**config.mk**
```make
export PLATFORM = sky130hd
export DESIGN_NAME = mc_control_fsm
export DESIGN_NICKNAME = d
export VERILOG_FILES = /design/src/rtl/mc_control_fsm_pkg.sv /design/src/rtl/mc_control_fsm_alu_decoder.sv /design/src/rtl/mc_control_fsm.sv
export SDC_FILE = /design/constraint.sdc
export NUM_CORES = 1
export LEC_CHECK = 0
export ABC_AREA = 1
export CAP_MARGIN = 5
export CORE_MARGIN = 4
export CORE_UTILIZATION = 40
export DETAILED_ROUTE_END_ITERATION = 16
export GPL_TIMING_DRIVEN = 0
export PLACE_DENSITY_LB_ADDON = 0.15
export SYNTH_ARGS = -nofsm -noshare
export SYNTH_HDL_FRONTEND = slang
export SYNTH_HIERARCHICAL = 1
export SYNTH_SLANG_ARGS = --single-unit
```
**constraint.sdc**
```tcl
create_clock -name clk_i -period 1.7 [get_ports clk_i]
set_input_delay 0.34 -clock clk_i [delete_from_list [all_inputs] [get_ports clk_i]]
set_output_delay 0.34 -clock clk_i [all_outputs]
set_load 0.02 [all_outputs]
```
**src/rtl/mc_control_fsm_pkg.sv**
```systemverilog
// Shared definitions for the multicycle RV32I control unit: FSM state encoding,
// opcode/funct constants, ALU control codes, trap cause codes and the branch
// condition helper used in write-back.
package mc_control_fsm_pkg;

    // Controller states. TRAP is absorbing until reset.
    typedef enum logic [2:0] {
        S_IF   = 3'd0,
        S_ID   = 3'd1,
        S_EX   = 3'd2,
        S_MEM  = 3'd3,
        S_WB   = 3'd4,
        S_TRAP = 3'd5
    } ctrlState_e;

    // Major opcodes accepted by the unit
    localparam logic [6:0] OPC_OP     = 7'b0110011;
    localparam logic [6:0] OPC_OP_IMM = 7'b0010011;
    localparam logic [6:0] OPC_LOAD   = 7'b0000011;
    localparam logic [6:0] OPC_STORE  = 7'b0100011;
    localparam logic [6:0] OPC_BRANCH = 7'b1100011;

    // funct3 values for OP / OP-IMM
    localparam logic [2:0] F3_ADDSUB = 3'b000;
    localparam logic [2:0] F3_SLL    = 3'b001;
    localparam logic [2:0] F3_SLT    = 3'b010;
    localparam logic [2:0] F3_SLTU   = 3'b011;
    localparam logic [2:0] F3_XOR    = 3'b100;
    localparam logic [2:0] F3_SR     = 3'b101;
    localparam logic [2:0] F3_OR     = 3'b110;
    localparam logic [2:0] F3_AND    = 3'b111;

    // Only word-sized memory accesses are supported
    localparam logic [2:0] F3_WORD = 3'b010;

    // funct3 values for branches
    localparam logic [2:0] F3_BEQ  = 3'b000;
    localparam logic [2:0] F3_BNE  = 3'b001;
    localparam logic [2:0] F3_BLT  = 3'b100;
    localparam logic [2:0] F3_BGE  = 3'b101;
    localparam logic [2:0] F3_BLTU = 3'b110;
    localparam logic [2:0] F3_BGEU = 3'b111;

    // funct7 values that select the base or alternate (sub/sra) operation
    localparam logic [6:0] F7_BASE = 7'b0000000;
    localparam logic [6:0] F7_ALT  = 7'b0100000;

    // ALU control encoding expected by the datapath ALU
    localparam logic [3:0] ALU_AND = 4'b0000;
    localparam logic [3:0] ALU_OR  = 4'b0001;
    localparam logic [3:0] ALU_ADD = 4'b0010;
    localparam logic [3:0] ALU_SUB = 4'b0110;
    localparam logic [3:0] ALU_SLT = 4'b0111;
    localparam logic [3:0] ALU_SRL = 4'b1000;
    localparam logic [3:0] ALU_SLL = 4'b1001;
    localparam logic [3:0] ALU_SRA = 4'b1010;
    localparam logic [3:0] ALU_XOR = 4'b1101;

    // Reason the unit halted
    localparam logic [1:0] TRAP_NONE    = 2'b00;
    localparam logic [1:0] TRAP_ILLEGAL = 2'b01;
    localparam logic [1:0] TRAP_TIMEOUT = 2'b10;

    // Branch condition from the datapath comparator flags
    function automatic logic branchTaken(input logic [2:0] funct3,
                                         input logic       zero,
                                         input logic       lt,
                                         input logic       ltu);
        logic taken;
        taken = 1'b0;
        case (funct3)
            F3_BEQ:  taken = zero;
            F3_BNE:  taken = !zero;
            F3_BLT:  taken = lt;
            F3_BGE:  taken = !lt;
            F3_BLTU: taken = ltu;
            F3_BGEU: taken = !ltu;
            default: taken = 1'b0;
        endcase
        return taken;
    endfunction

endpackage

```
**src/rtl/mc_control_fsm_alu_decoder.sv**
```systemverilog
// Combinational instruction decoder: turns the opcode/funct fields of the
// latched instruction into the ALU operation, operand select, instruction
// class flags and an illegal-encoding flag.
module mc_control_fsm_alu_decoder
    import mc_control_fsm_pkg::*;
#(
    parameter int EN_BRANCH_EXT = 1
) (
    input  logic [6:0] opcode_i,
    input  logic [2:0] funct3_i,
    input  logic [6:0] funct7_i,
    output logic [3:0] aluCtrl_o,
    output logic       aluSrc_o,
    output logic       isLoad_o,
    output logic       isStore_o,
    output logic       isBranch_o,
    output logic       illegal_o
);

    // Decode class, ALU op and legality from the instruction fields
    always_comb begin
        aluCtrl_o  = ALU_ADD;
        aluSrc_o   = 1'b0;
        isLoad_o   = 1'b0;
        isStore_o  = 1'b0;
        isBranch_o = 1'b0;
        illegal_o  = 1'b0;
        case (opcode_i)
            OPC_OP: begin
                if ((funct7_i != F7_BASE) && (funct7_i != F7_ALT)) begin
                    illegal_o = 1'b1;
                end
                case (funct3_i)
                    F3_ADDSUB: aluCtrl_o = funct7_i[5] ? ALU_SUB : ALU_ADD;
                    F3_SLL:    aluCtrl_o = ALU_SLL;
                    F3_SLT:    aluCtrl_o = ALU_SLT;
                    F3_SLTU:   illegal_o = 1'b1;
                    F3_XOR:    aluCtrl_o = ALU_XOR;
                    F3_SR:     aluCtrl_o = funct7_i[5] ? ALU_SRA : ALU_SRL;
                    F3_OR:     aluCtrl_o = ALU_OR;
                    default:   aluCtrl_o = ALU_AND;
                endcase
            end
            OPC_OP_IMM: begin
                aluSrc_o = 1'b1;
                case (funct3_i)
                    F3_ADDSUB: aluCtrl_o = ALU_ADD;
                    F3_SLL: begin
                        aluCtrl_o = ALU_SLL;
                        if (funct7_i != F7_BASE) begin
                            illegal_o = 1'b1;
                        end
                    end
                    F3_SLT:    aluCtrl_o = ALU_SLT;
                    F3_SLTU:   illegal_o = 1'b1;
                    F3_XOR:    aluCtrl_o = ALU_XOR;
                    F3_SR: begin
                        if (funct7_i == F7_BASE) begin
                            aluCtrl_o = ALU_SRL;
                        end else if (funct7_i == F7_ALT) begin
                            aluCtrl_o = ALU_SRA;
                        end else begin
                            illegal_o = 1'b1;
                        end
                    end
                    F3_OR:     aluCtrl_o = ALU_OR;
                    default:   aluCtrl_o = ALU_AND;
                endcase
            end
            OPC_LOAD: begin
                aluSrc_o  = 1'b1;
                isLoad_o  = 1'b1;
                illegal_o = (funct3_i != F3_WORD);
            end
            OPC_STORE: begin
                aluSrc_o  = 1'b1;
                isStore_o = 1'b1;
                illegal_o = (funct3_i != F3_WORD);
            end
            OPC_BRANCH: begin
                aluCtrl_o  = ALU_SUB;
                isBranch_o = 1'b1;
                if ((funct3_i == 3'b010) || (funct3_i == 3'b011)) begin
                    illegal_o = 1'b1;
                end else if ((funct3_i != F3_BEQ) && (EN_BRANCH_EXT == 0)) begin
                    illegal_o = 1'b1;
                end
            end
            default: illegal_o = 1'b1;
        endcase
    end

endmodule

```
**src/rtl/mc_control_fsm.sv**
```systemverilog
// Multicycle control unit for the RV32I datapath. Latches the fetched
// instruction, walks IF/ID/EX/[MEM]/WB with ready handshakes on both memories,
// bounds the data-memory wait, and halts in a sticky TRAP state on illegal
// encodings or a memory timeout.
module mc_control_fsm
    import mc_control_fsm_pkg::*;
#(
    parameter int MEM_TIMEOUT   = 15,
    parameter int EN_BRANCH_EXT = 1,
    parameter int ALUCTRL_W     = 4
) (
    input  logic                 clk_i,
    input  logic                 rst_i,
    input  logic [31:0]          instr_i,
    input  logic                 iReady_i,
    input  logic                 dReady_i,
    input  logic                 Zero_i,
    input  logic                 Lt_i,
    input  logic                 Ltu_i,
    output logic [ALUCTRL_W-1:0] ALUCtrl_o,
    output logic                 ALUSrc_o,
    output logic                 loadPC_o,
    output logic                 PCSrc_o,
    output logic                 RegWrite_o,
    output logic                 MemToReg_o,
    output logic                 MemRead_o,
    output logic                 MemWrite_o,
    output logic                 retire_o,
    output logic                 trap_o,
    output logic [1:0]           trap_cause_o
);

    // Wait counter only has to hold 0 .. MEM_TIMEOUT-1
    localparam int CNT_W = (MEM_TIMEOUT > 1) ? $clog2(MEM_TIMEOUT) : 1;
    localparam logic [CNT_W-1:0] CNT_LAST = CNT_W'((MEM_TIMEOUT > 0) ? (MEM_TIMEOUT - 1) : 0);

    ctrlState_e       state_q, state_d;
    logic [31:0]      ir_q, ir_d;
    logic [CNT_W-1:0] waitCnt_q, waitCnt_d;
    logic [1:0]       trapCause_q, trapCause_d;
    logic [3:0]       aluCtrl_q, aluCtrl_d;
    logic             aluSrc_q, aluSrc_d;

    logic [3:0] decAluCtrl;
    logic       decAluSrc;
    logic       decIsLoad;
    logic       decIsStore;
    logic       decIsBranch;
    logic       decIllegal;
    logic       timeoutHit;
    logic       unusedIrBits;

    // Register and immediate fields are consumed by the datapath, not here
    assign unusedIrBits = ^{ir_q[24:15], ir_q[11:7]};

    mc_control_fsm_alu_decoder #(
        .EN_BRANCH_EXT(EN_BRANCH_EXT)
    ) u_decoder (
        .opcode_i  (ir_q[6:0]),
        .funct3_i  (ir_q[14:12]),
        .funct7_i  (ir_q[31:25]),
        .aluCtrl_o (decAluCtrl),
        .aluSrc_o  (decAluSrc),
        .isLoad_o  (decIsLoad),
        .isStore_o (decIsStore),
        .isBranch_o(decIsBranch),
        .illegal_o (decIllegal)
    );

    assign timeoutHit = (MEM_TIMEOUT != 0) && (waitCnt_q == CNT_LAST);

    // Next-state logic: fetch latch, decode/legality, memory wait with timeout
    always_comb begin
        state_d     = state_q;
        ir_d        = ir_q;
        waitCnt_d   = waitCnt_q;
        trapCause_d = trapCause_q;
        aluCtrl_d   = aluCtrl_q;
        aluSrc_d    = aluSrc_q;
        case (state_q)
            S_IF: begin
                if (iReady_i) begin
                    ir_d    = instr_i;
                    state_d = S_ID;
                end
            end
            S_ID: begin
                if (decIllegal) begin
                    state_d     = S_TRAP;
                    trapCause_d = TRAP_ILLEGAL;
                end else begin
                    state_d   = S_EX;
                    aluCtrl_d = decAluCtrl;
                    aluSrc_d  = decAluSrc;
                end
            end
            S_EX: begin
                if (decIsLoad || decIsStore) begin
                    state_d   = S_MEM;
                    waitCnt_d = '0;
                end else begin
                    state_d = S_WB;
                end
            end
            S_MEM: begin
                if (dReady_i) begin
                    state_d = S_WB;
                end else if (timeoutHit) begin
                    state_d     = S_TRAP;
                    trapCause_d = TRAP_TIMEOUT;
                end else begin
                    waitCnt_d = waitCnt_q + CNT_W'(1);
                end
            end
            S_WB:    state_d = S_IF;
            S_TRAP:  state_d = S_TRAP;
            default: state_d = S_IF;
        endcase
    end

    // State, instruction and decoded-control registers with synchronous reset
    always_ff @(posedge clk_i) begin
        if (rst_i) begin
            state_q     <= S_IF;
            ir_q        <= '0;
            waitCnt_q   <= '0;
            trapCause_q <= TRAP_NONE;
            aluCtrl_q   <= '0;
            aluSrc_q    <= 1'b0;
        end else begin
            state_q     <= state_d;
            ir_q        <= ir_d;
            waitCnt_q   <= waitCnt_d;
            trapCause_q <= trapCause_d;
            aluCtrl_q   <= aluCtrl_d;
            aluSrc_q    <= aluSrc_d;
        end
    end

    // Datapath strobes decoded from the current state; flags are sampled only in WB
    always_comb begin
        loadPC_o   = 1'b0;
        PCSrc_o    = 1'b0;
        RegWrite_o = 1'b0;
        MemToReg_o = 1'b0;
        MemRead_o  = 1'b0;
        MemWrite_o = 1'b0;
        retire_o   = 1'b0;
        trap_o     = 1'b0;
        case (state_q)
            S_MEM: begin
                MemRead_o  = decIsLoad;
                MemWrite_o = decIsStore;
            end
            S_WB: begin
                loadPC_o   = 1'b1;
                retire_o   = 1'b1;
                RegWrite_o = !(decIsStore || decIsBranch);
                MemToReg_o = decIsLoad;
                PCSrc_o    = decIsBranch && branchTaken(ir_q[14:12], Zero_i, Lt_i, Ltu_i);
            end
            S_TRAP:  trap_o = 1'b1;
            default: trap_o = 1'b0;
        endcase
    end

    assign ALUCtrl_o    = ALUCTRL_W'(aluCtrl_q);
    assign ALUSrc_o     = aluSrc_q;
    assign trap_cause_o = trapCause_q;

endmodule
```
==> metrics <==
status=finished with violations; violated checks=setup timing; initial antenna violation count=0; Core Util, Final=0.5776; #FFs+latches synth=31; Worst Setup End Kind=output port; logic gate share of total power=0.293; Internal Power=1.585 mW; crit share post-route=1.038; power per cell area=944.8 mW/mm^2; Net Switching=0.7912 mW; initial cell density of the core=0.4149; Total Power=2.376 mW; antenna diode count=0; Reg power frac=0.394; CTS Buffer Depth=2; # DRC=0; Final Hold Fails=0; Total Routing Usage GR=0.1640; flip-flop and latch area=639.4 um^2; total of max-cap violations=0; Worst-Margin Slew=0.3272 ns; Hold Buf Count CTS=0; dpl cell area=0.002252 mm^2; remaining antenna violation count=0; Async SR Flop Fraction=0; Multi-input gate area=0.001060 mm^2; die height=75.21 um; worst min path class=flip-flop to flip-flop; IO Pins=54; DR iter-0 viols=122; most common cell after layout, fill and taps aside=nand2_1; fin area=0.002515 mm^2; prevailing post-synth register cell=dfxtp_1; syn_area_per_cell=6.187 um^2; area leader, netlist=dfxtp_1; commonest non-fill, non-tap cells in the layout=nand2_1 (47), nor2_1 (46), inv_1 (36), clkdlybuf4s50_1 (29), a21oi_1 (26); drt pass-1 iters=4; CTS root buf=clkbuf_8; Vias=1952; nets=383; Ys Warns=6; endpoints failing setup=2; Buffers & Inverters on Critical Path=3; CP max FO=3; global-route wire length before repair=7.251 mm; WL per Instance=11.37 um; DR vias/cell=4.942; WL final=4.490 mm; # fillers=451; number of H-tree levels=2; top-area cell type share of the netlist area=0.3435; synthesized area=0.001807 mm^2; largest net degree at the start of global routing=11; row count=24; Hold Slack=0.4438 ns; Clk pin slew, worst setup/hold paths=0.07 ns; register area share after synthesis=0.3435; Net Sw Frac=0.3330; Area contributors post-synth=dfxtp_1 (34%), nand2_1 (11%), nor2_1 (10%), inv_1 (9.1%), a21oi_1 (7.8%); CTS Buf Count=5; share of cells above drive strength 1=0.2362; element type at the critical path start=flip-flop; Max Clock Freq=566.8 MHz; Final GP Congestion=0.9176; Crit path max-delay family=simple AND/OR/NAND/NOR gates; worst path arrival time=1.42 ns; latest clock arrival within the worst-skew pair=0.28 ns; Slew Limit Fails=0; TritonCTS clock tree=built; Die Area=0.005656 mm^2; leak pwr=1.065 nW; Die X=75.21 um; DPL Wire Length=3.187 mm; slew margin rel.=0.7812; Yosys cell types=27; skew final=0.003492 ns; Peak supply drop=0.5590 mV; vias in the first global route=1704; WP data required=1.36 ns; clock share of power=0.313; clock sink count=31; Synth Instances=292; core region area=0.004354 mm^2; Synthesized Nets=333; RSZ-0062 raised after global routing=true; gr ovfl total=0; final worst slack=-0.06433 ns; critical path's slowest cell=dfxtp_2; critical path class=flip-flop to output port; Tmin final=1.764 ns; IO buf count=38; worst path cell trace=inv_2, nand2_2, nor2_4, nand4_1, inv_2, nand2_2, a21oi_2, buf_4; Largest stage delay, worst path=0.32 ns; Post-synth EDFFs=0; Synth-to-Final Area Change=39.20%
state kept, by name, summed over array words and instances (netlist names):
name          flops
ALUCtrl_o         4
ALUSrc_o          1
ir_q             17
state_q           3
trap_cause_o      2
waitCnt_q         4
logic make-up (layout without fill, tap and decap cells):
kind of cell | Yosys count | after routing | share of synthesized area
and+or+nand+nor | 144 | 144 | 0.3566
AOI/OAI and AO/OA | 58 | 58 | 0.1607
buffers and inverters | 56 | 107 | 0.1205
DFF | 31 | 31 | 0.3435
adders and majority gates | 2 | 2 | 0.01385
xor gates and xnor gates | 1 | 1 | 0.004849
power groups by stage:
stage | Combinational, mW | Clock [mW] | Sequential (mW)
after global placement | 0.623 | 0 | 0.926
after floorplan | 0.421 | 0 | 0.922
final | 0.695 | 0.745 | 0.936
after CTS | 0.645 | 0.765 | 0.916
after global routing | 0.789 | 0.791 | 0.951
after detailed placement | 0.631 | 0 | 0.927
what timing repair did:
action,CTS,global route
resized for setup,41,50
endpoints found under the setup margin,10,29
pin swaps,4,8
endpoints found under the hold margin,0,0
cloned,0,0
buffers inserted,3,2
Yosys cell counts (2+ instances only):
cell	count
buf_2	3
a21oi_1	28
o21ai_0	26
ha_1	2
inv_2	6
nand3_1	19
inv_1	44
nor2_1	50
nand2_2	2
nand3_2	2
dfxtp_1	31
nor3_1	5
nor2_2	4
o21ai_1	4
nand4_1	3
nand2_1	52
tightest hold or removal path, delay by kind of cell, from the launching register on:
family	cells	cell delay (ns)
AOI/OAI and AO/OA	1	0.05
DFF	1	0.31
buffers and inverters	1	0.04
final cells by class:
| cell class | instances | area share |
|---|---|---|
| plain buffers | 6 | 0.01294 |
| flip-flops and latches | 31 | 0.2542 |
| repair buffers | 43 | 0.1632 |
| multi-input cells | 205 | 0.4214 |
| clock inverters | 2 | 0.01393 |
| well taps | 52 | 0.02587 |
| inverters | 50 | 0.07562 |
| clock buffers | 6 | 0.03284 |
routing by layer:
layer  global-route usage  up-vias  wire [um]
li1                     -     1024          -
met1               0.2139      852       2074
met2               0.2698       67       2050
met3              0.03605        9        300
met4              0.05243        0         63
met5                    0        -          0
path summary, 6_finish.rpt:
| check | startpoint | slack, ns | cells after the start | end |
|---|---|---|---|---|
| worst max-delay path | ir_q[3] | -0.06 | 8 | PCSrc_o |
| worst min register to register | trap_cause_o[1] | 0.44 | 2 | trap_cause_o[1] |
| worst min-delay path | trap_cause_o[1] | 0.44 | 2 | trap_cause_o[1] |
| worst max register to register | ir_q[3] | 0.08 | 13 | state_q[1] |
metrics by stage:
stage	setup slack, ns	setup TNS (ns)	instances
after global routing	-0.1256	-0.6688	395
after CTS	-0.1103	-0.2678	393
after floorplan	0.1289	0	292
after global placement	-0.5543	-4.237	382
final	-0.06433	-0.07082	395
after detailed placement	-0.5635	-4.777	382
No activity file was read; power rests on OpenSTA's default activity.
